### src/rtl/bbox_stream_reducer_pkg.sv
// rtl/bbox_stream_reducer_pkg.sv - shared types and constants for the bbox stream reducer
package bbox_stream_reducer_pkg;

  localparam int COORD_W_DEF = 24;

  // Identity values for a min/max fold at the default coordinate width
  localparam logic [COORD_W_DEF-1:0] COORD_POS_MAX = {1'b0, {(COORD_W_DEF-1){1'b1}}};
  localparam logic [COORD_W_DEF-1:0] COORD_NEG_MAX = {1'b1, {(COORD_W_DEF-1){1'b0}}};

  typedef enum logic {
    ACCUM = 1'b0,
    HOLD  = 1'b1
  } reduce_state_e;

  // Width-24 views; x sits in the MSBs, min corner above max corner
  typedef struct packed {
    logic signed [COORD_W_DEF-1:0] x;
    logic signed [COORD_W_DEF-1:0] y;
    logic signed [COORD_W_DEF-1:0] z;
  } point;

  typedef struct packed {
    point min;
    point max;
  } bbox;

endpackage

### src/rtl/bbox_stream_reducer_if.sv
// rtl/bbox_stream_reducer_if.sv - primitive input stream and group result stream
interface bbox_stream_reducer_if
  import bbox_stream_reducer_pkg::*;
#(
  parameter int COORD_W = COORD_W_DEF,
  parameter int CNT_W   = 16
);
  logic                   in_valid;
  logic                   in_ready;
  logic [3*COORD_W-1:0]   in_min;
  logic [3*COORD_W-1:0]   in_max;
  logic                   in_last;
  logic                   point_mode;
  logic                   out_valid;
  logic                   out_ready;
  logic [6*COORD_W-1:0]   out_bounds;
  logic [6*COORD_W-1:0]   out_cbounds;
  logic [CNT_W-1:0]       out_count;
  logic                   out_empty;
  logic                   out_dropped;
  logic                   out_sat;

  modport master (
    output in_valid, in_min, in_max, in_last, point_mode, out_ready,
    input  in_ready, out_valid, out_bounds, out_cbounds, out_count,
           out_empty, out_dropped, out_sat
  );

  modport slave (
    input  in_valid, in_min, in_max, in_last, point_mode, out_ready,
    output in_ready, out_valid, out_bounds, out_cbounds, out_count,
           out_empty, out_dropped, out_sat
  );
endinterface

### src/rtl/bbox_stream_reducer_axis_fold.sv
// rtl/bbox_stream_reducer_axis_fold.sv - one-axis degenerate check, centroid and min/max fold
module bbox_axis_fold #(
  parameter int COORD_W = 24
) (
  input  logic               point_mode_i,
  input  logic [COORD_W-1:0] in_min_i,
  input  logic [COORD_W-1:0] in_max_i,
  input  logic [COORD_W-1:0] acc_min_i,
  input  logic [COORD_W-1:0] acc_max_i,
  input  logic [COORD_W-1:0] cacc_min_i,
  input  logic [COORD_W-1:0] cacc_max_i,
  output logic               degen_o,
  output logic [COORD_W-1:0] min_o,
  output logic [COORD_W-1:0] max_o,
  output logic [COORD_W-1:0] cmin_o,
  output logic [COORD_W-1:0] cmax_o
);

  logic signed [COORD_W-1:0] mn;
  logic signed [COORD_W-1:0] mx;
  logic signed [COORD_W:0]   sum;
  logic signed [COORD_W-1:0] c;

  // Widen by one bit before halving so the midpoint floors and never wraps
  always_comb begin
    mn      = in_min_i;
    mx      = point_mode_i ? in_min_i : in_max_i;
    degen_o = mn > mx;
    sum     = {mn[COORD_W-1], mn} + {mx[COORD_W-1], mx};
    c       = sum[COORD_W:1];
    min_o   = ($signed(acc_min_i)  < mn) ? acc_min_i  : mn;
    max_o   = ($signed(acc_max_i)  > mx) ? acc_max_i  : mx;
    cmin_o  = ($signed(cacc_min_i) < c)  ? cacc_min_i : c;
    cmax_o  = ($signed(cacc_max_i) > c)  ? cacc_max_i : c;
  end

endmodule

### src/rtl/bbox_stream_reducer.sv
// rtl/bbox_stream_reducer.sv - folds groups of primitive bboxes into union/centroid bounds and a count
module bbox_stream_reducer
  import bbox_stream_reducer_pkg::*;
#(
  parameter int COORD_W = COORD_W_DEF,
  parameter int CNT_W   = 16
) (
  input logic                  clk,
  input logic                  rst,
  bbox_stream_reducer_if.slave s
);

  localparam logic [COORD_W-1:0] POS_MAX = {1'b0, {(COORD_W-1){1'b1}}};
  localparam logic [COORD_W-1:0] NEG_MAX = {1'b1, {(COORD_W-1){1'b0}}};

  reduce_state_e state_q, state_d;

  // Index 2 is x so that the packed arrays line up with the {x,y,z} buses
  logic [2:0][COORD_W-1:0] imin, imax;
  logic [2:0][COORD_W-1:0] amin_q, amax_q, cmin_q, cmax_q;
  logic [2:0][COORD_W-1:0] fmin, fmax, fcmin, fcmax;
  logic [2:0][COORD_W-1:0] amin_d, amax_d, cmin_d, cmax_d;
  logic [2:0]              degen;
  logic [CNT_W-1:0]        cnt_q, cnt_d;
  logic                    drop_q, drop_d, sat_q, sat_d;
  logic                    accept, good;

  logic [6*COORD_W-1:0]    bounds_q, cbounds_q;
  logic [CNT_W-1:0]        count_q;
  logic                    empty_q, dropped_q, satflag_q;

  assign imin = s.in_min;
  assign imax = s.in_max;

  for (genvar a = 0; a < 3; a++) begin : g_axis
    bbox_axis_fold #(.COORD_W(COORD_W)) u_fold (
      .point_mode_i (s.point_mode),
      .in_min_i     (imin[a]),
      .in_max_i     (imax[a]),
      .acc_min_i    (amin_q[a]),
      .acc_max_i    (amax_q[a]),
      .cacc_min_i   (cmin_q[a]),
      .cacc_max_i   (cmax_q[a]),
      .degen_o      (degen[a]),
      .min_o        (fmin[a]),
      .max_o        (fmax[a]),
      .cmin_o       (fcmin[a]),
      .cmax_o       (fcmax[a])
    );
  end

  // Accumulator view after folding the current beat (unchanged if nothing valid arrives)
  always_comb begin
    accept = s.in_valid && (state_q == ACCUM);
    good   = accept && !(|degen);
    amin_d = good ? fmin  : amin_q;
    amax_d = good ? fmax  : amax_q;
    cmin_d = good ? fcmin : cmin_q;
    cmax_d = good ? fcmax : cmax_q;
    cnt_d  = (good && !(&cnt_q)) ? cnt_q + 1'b1 : cnt_q;
    sat_d  = sat_q | (good & (&cnt_q));
    drop_d = drop_q | (accept & (|degen));
  end

  // Next state: close the group on an accepted last beat, reopen on result handoff
  always_comb begin
    state_d = state_q;
    case (state_q)
      ACCUM:   if (accept && s.in_last) state_d = HOLD;
      HOLD:    if (s.out_ready)          state_d = ACCUM;
      default: state_d = ACCUM;
    endcase
  end

  // State register
  always_ff @(posedge clk or posedge rst) begin
    if (rst) state_q <= ACCUM;
    else     state_q <= state_d;
  end

  // Accumulator and result registers; the accumulator reopens at identity with the result capture
  always_ff @(posedge clk or posedge rst) begin
    if (rst) begin
      amin_q    <= {3{POS_MAX}};
      amax_q    <= {3{NEG_MAX}};
      cmin_q    <= {3{POS_MAX}};
      cmax_q    <= {3{NEG_MAX}};
      cnt_q     <= '0;
      drop_q    <= 1'b0;
      sat_q     <= 1'b0;
      bounds_q  <= '0;
      cbounds_q <= '0;
      count_q   <= '0;
      empty_q   <= 1'b0;
      dropped_q <= 1'b0;
      satflag_q <= 1'b0;
    end else if (accept) begin
      if (s.in_last) begin
        bounds_q  <= {amin_d, amax_d};
        cbounds_q <= {cmin_d, cmax_d};
        count_q   <= cnt_d;
        empty_q   <= (cnt_d == '0);
        dropped_q <= drop_d;
        satflag_q <= sat_d;
        amin_q    <= {3{POS_MAX}};
        amax_q    <= {3{NEG_MAX}};
        cmin_q    <= {3{POS_MAX}};
        cmax_q    <= {3{NEG_MAX}};
        cnt_q     <= '0;
        drop_q    <= 1'b0;
        sat_q     <= 1'b0;
      end else begin
        amin_q <= amin_d;
        amax_q <= amax_d;
        cmin_q <= cmin_d;
        cmax_q <= cmax_d;
        cnt_q  <= cnt_d;
        drop_q <= drop_d;
        sat_q  <= sat_d;
      end
    end
  end

  assign s.in_ready    = (state_q == ACCUM);
  assign s.out_valid   = (state_q == HOLD);
  assign s.out_bounds  = bounds_q;
  assign s.out_cbounds = cbounds_q;
  assign s.out_count   = count_q;
  assign s.out_empty   = empty_q;
  assign s.out_dropped = dropped_q;
  assign s.out_sat     = satflag_q;

endmodule

### src/flat_wrapper.sv
// flat-port wrapper written by rule: the top's interface ports become plain ports
module bbox_stream_reducer_flat import bbox_stream_reducer_pkg::*;
#(
  parameter int COORD_W = COORD_W_DEF,
  parameter int CNT_W   = 16
)
  (clk, rst, s_in_valid, s_in_min, s_in_max, s_in_last, s_point_mode, s_out_ready, s_in_ready, s_out_valid, s_out_bounds, s_out_cbounds, s_out_count, s_out_empty, s_out_dropped, s_out_sat);
  bbox_stream_reducer_if #(.COORD_W(COORD_W), .CNT_W(CNT_W)) s_i ();
  input logic clk;
  input logic rst;
  input wire logic [$bits(s_i.in_valid)-1:0] s_in_valid;
  input wire logic [$bits(s_i.in_min)-1:0] s_in_min;
  input wire logic [$bits(s_i.in_max)-1:0] s_in_max;
  input wire logic [$bits(s_i.in_last)-1:0] s_in_last;
  input wire logic [$bits(s_i.point_mode)-1:0] s_point_mode;
  input wire logic [$bits(s_i.out_ready)-1:0] s_out_ready;
  output wire logic [$bits(s_i.in_ready)-1:0] s_in_ready;
  output wire logic [$bits(s_i.out_valid)-1:0] s_out_valid;
  output wire logic [$bits(s_i.out_bounds)-1:0] s_out_bounds;
  output wire logic [$bits(s_i.out_cbounds)-1:0] s_out_cbounds;
  output wire logic [$bits(s_i.out_count)-1:0] s_out_count;
  output wire logic [$bits(s_i.out_empty)-1:0] s_out_empty;
  output wire logic [$bits(s_i.out_dropped)-1:0] s_out_dropped;
  output wire logic [$bits(s_i.out_sat)-1:0] s_out_sat;
  assign s_i.in_valid = s_in_valid;
  assign s_i.in_min = s_in_min;
  assign s_i.in_max = s_in_max;
  assign s_i.in_last = s_in_last;
  assign s_i.point_mode = s_point_mode;
  assign s_i.out_ready = s_out_ready;
  assign s_in_ready = s_i.in_ready;
  assign s_out_valid = s_i.out_valid;
  assign s_out_bounds = s_i.out_bounds;
  assign s_out_cbounds = s_i.out_cbounds;
  assign s_out_count = s_i.out_count;
  assign s_out_empty = s_i.out_empty;
  assign s_out_dropped = s_i.out_dropped;
  assign s_out_sat = s_i.out_sat;
  bbox_stream_reducer #(.COORD_W(COORD_W), .CNT_W(CNT_W)) u_core (.clk(clk), .rst(rst), .s(s_i));
endmodule
### config.mk
export PLATFORM = sky130hd
export DESIGN_NAME = bbox_stream_reducer_flat
export DESIGN_NICKNAME = d
export VERILOG_FILES = /design/src/rtl/bbox_stream_reducer_pkg.sv /design/src/rtl/bbox_stream_reducer_if.sv /design/src/rtl/bbox_stream_reducer_axis_fold.sv /design/src/rtl/bbox_stream_reducer.sv /design/src/flat_wrapper.sv
export SDC_FILE = /design/constraint.sdc
export NUM_CORES = 2
export LEC_CHECK = 0
export CAP_MARGIN = 5
export CORE_AREA = 5 5 266 268
export DETAILED_ROUTE_END_ITERATION = 7
export DIE_AREA = 0 0 271 273
export PLACE_DENSITY = 0.86
export SYNTH_ARGS = -nofsm -noshare
export SYNTH_HDL_FRONTEND = slang
export SYNTH_SLANG_ARGS = --single-unit
### constraint.sdc
create_clock -name clk -period 25.2 [get_ports clk]
set_input_delay 5.04 -clock clk [delete_from_list [all_inputs] [get_ports clk]]
set_output_delay 5.04 -clock clk [all_outputs]
set_load 0.1 [all_outputs]
==> metrics.yaml <==
global_route:
  grtUsageTotal: 0.318
  grt_pass1_vias: 33300
  grt_max_degree: 244
  wire_length_of_the_first_global_routing_pass_um: 189000
  overflow: 0
  antenna_found_initial: 2
clocking:
  buffer_depth_of_the_longest_clock_path: 3
  worstSkewPairLatency_ns: 0.62
  ctsHtreeMaxLevel: 3
  postCtsHoldBufs: 0
  numClockSinks: 614
  tritoncts.num_buffers: 71
  clkTransAtPathRegs_ns: 0.06
  cts_tree: "done"
  post_cts_buffers: 0
  cts_resized: 0
  clk_root_buffer_cell: "clkbuf_16"
drt:
  route.final.wire_length_um: 121000
  drt_pass1_iterations: 5
  detail-route-antenna-nets: 0
  detail_route.vias_per_cell: 6.24
  drt_drc_violations_left: 0
  num_vias: 33000
  drtIter0Drc: 3165
  wl_per_cell_um: 22.8
critical_path:
  timing.reg2reg.setup_slack_ns: 20.95
  worstPathBufferInverterCount: 5
  critical_path.startpoint_type: "input pin"
  critical_path.endpoint_type: "flip-flop"
  crit_path_max_incr_delay_ns: 0.75
  crit_path_frequent_cell: "buf_4"
  critical_path.top_delay_family: "compound AO/OA/AOI/OAI gates"
  critPathArrivalTime_ns: 12.61
  crit_path_top_delay_cell: "or2_1"
  critical_path_required_ns: 25.73
  cp_max_fo: 48
  crit_type: "in2reg"
floorplanning:
  num_io_pins: 459
  initial_core_util: 0.563
  dieHeight_um: 273
  floorplan_die_area_um2: 74000
  chipWidth_um: 271
  core_um2: 68100
  placement_rows: 96
pwr:
  leakage_nw: 20.8
  sequentialPowerShare: 0.312
  power_per_cell_area_nw_per_um2: 81.3
  power.net_switching_w: 0.00159
  switching_share: 0.426
  power_w: 0.00374
  ir_worst_vdd_mv: 0.0533
  power_frac_clock: 0.291
  internal-power_w: 0.00214
  combPwrFrac: 0.397
synthesis:
  synth_edf_count: 0
  postSynthRegisterBits: 614
  yosysWarningCount: 0
  synth_flop_cell: "dfrtp_1"
  synth_area_per_cell_um2: 9.61
  synth_cell_type_count: 111
  seq_area_frac_synth: 0.405
  synth_nets: 4563
  synthesis.area_um2: 38400
  async_flop_share: 1.00
  postSynthCellCount: 3993
finish:
  fin_util: 0.675
  num-fill-cells: 5118
  area_growth_pct: 19.9
  drive_above_1_share: 0.0965
  antenna_cells_inserted: 0
  net_count_reported_at_finish: 4926
placement:
  gp_congestion: 0.964
  placement.setup.worst_slack_ns: 12.66
  dp.final_hpwl_um: 87800
  io_buffers: 458
sta:
  period_minus_slack_ns: 12.08
  fin_setup_tns_ns: 0
  max_freq_mhz: 82.8
  holdWs_ns: 0.471
  slew_viol_final: 0
  rsz_0062_raised_after_global_routing: "false"
  max_slew.worst_pin.slew_ns: 1.31
  worst_clock_skew_ns: 0.0166
  timing.final.hold_violations: 0
  setup_violations: 0
  final_min_period_over_clock_period: 0.479
  slew_headroom: 0.124
  final_critical_path_setup_slack_ns: 13.12
run:
  max-cap-violations: 0
hold_path:
  holdCritPathClass: "reg2reg"
run_status:
  run_status: "completed"
## kinds of logic (layout without fill, tap and decap cells)
group | count (synthesis) | after routing | synth area share
flip-flops | 614 | 614 | 0.405
AND/OR/NAND/NOR | 944 | 944 | 0.114
adder cells (fa/ha/maj) | 425 | 425 | 0.139
AO/OA/AOI/OAI | 1203 | 1203 | 0.204
multiplexers | 253 | 253 | 0.0689
XOR/XNOR | 83 | 83 | 0.0207
buffers and inverters | 471 | 891 | 0.0489
## cell usage in the layout, fill, tap and decap left out, types with 25 or more instances in the layout
master,Yosys,layout
inv_1,261,260
clkbuf_16,0,74
nor3_1,66,66
nor2b_1,37,37
nand2_1,432,430
mux2i_1,177,176
o21ai_1,85,83
a22o_1,71,71
nand3_1,65,64
nor2_1,164,162
a21o_1,71,71
buf_4,5,41
nand4_1,50,50
o22ai_1,45,45
o22a_1,91,91
nand2b_1,38,38
xnor2_1,62,62
a21oi_1,247,244
mux2_2,73,73
o21bai_1,26,26
ha_1,417,417
clkdlybuf4s50_1,0,456
dfrtp_1,470,470
o31ai_1,25,25
dfstp_2,144,144
o21ai_0,331,331
## power by group through the flow
| stage | Combinational [W] | Clock [W] | Sequential (W) |
|---|---|---|---|
| after floorplan | 0.000503 | 0 | 0.00172 |
| after global placement | 0.00145 | 0 | 0.00118 |
| after detailed placement | 0.00147 | 0 | 0.00118 |
| after CTS | 0.00148 | 0.00110 | 0.00117 |
| after global routing | 0.00157 | 0.00114 | 0.00118 |
| final | 0.00148 | 0.00109 | 0.00117 |
## per-stage QoR
step	instances	cell area [um2]
floorplan	3993	38400
global placement	5165	43600
detailed placement	5165	43600
CTS	5295	46000
global route	5295	46000
finish	5295	46000
## final timing paths
path,from,end,cells after the start
max,s_point_mode,u_core.cmin_q[26],27
max reg2reg,u_core.amin_q[1],u_core.amin_q[23],12
max in group asynchronous,rst,u_core.amax_q[52],6
min in group asynchronous,rst,u_core.cmax_q[5],2
min,u_core.s.out_cbounds[46],u_core.s.out_cbounds[46],2
min reg2reg,u_core.s.out_cbounds[46],u_core.s.out_cbounds[46],2
## sequential cells by signal, indices dropped and copies added, names as in the netlist, 16 cells and up
register	cells
u_core.s.out_count	16
u_core.cmax_q	72
u_core.cnt_q	16
u_core.amax_q	72
u_core.s.out_bounds	144
u_core.amin_q	72
u_core.s.out_cbounds	144
u_core.cmin_q	72
## synth_stat cells, types with 65 or more instances
library cell / number / area [um2]
dfrtp_1: 470 / 11800
nand2_1: 432 / 1620
ha_1: 417 / 5220
o21ai_0: 331 / 1660
inv_1: 261 / 980
a21oi_1: 247 / 1240
mux2i_1: 177 / 1770
nor2_1: 164 / 616
clkbuf_1: 146 / 548
dfstp_2: 144 / 3780
o22a_1: 91 / 797
o21ai_1: 85 / 425
mux2_2: 73 / 822
a21o_1: 71 / 533
a22o_1: 71 / 622
nor3_1: 66 / 330
nand3_1: 65 / 325
## routing by layer
metal / wire length [um] / vias up / track usage
li1: - / 15100 / -
met1: 46700 / 16000 / 0.393
met3: 9540 / 388 / 0.0660
met5: 13 / - / 0
met4: 7150 / 2 / 0.166
met2: 57100 / 1525 / 0.528
## worst min-delay path, delay by kind of cell, from the launching register on
| family | cells | cell delay, ns |
|---|---|---|
| flops | 1 | 0.34 |
| simple gates | 2 | 0.10 |
## area by class of cell
cell class / instances / area [um2] / area share
well taps: 882 / 1100 / 0.0240
repair buffers: 498 / 4890 / 0.106
inverters: 263 / 995 / 0.0216
clock buffers: 106 / 2100 / 0.0457
clock inverters: 24 / 335 / 0.00729
multi-input cells: 2908 / 21000 / 0.457
flip-flops and latches: 614 / 15500 / 0.338
Note: power is estimated with default switching activity, not from simulation.
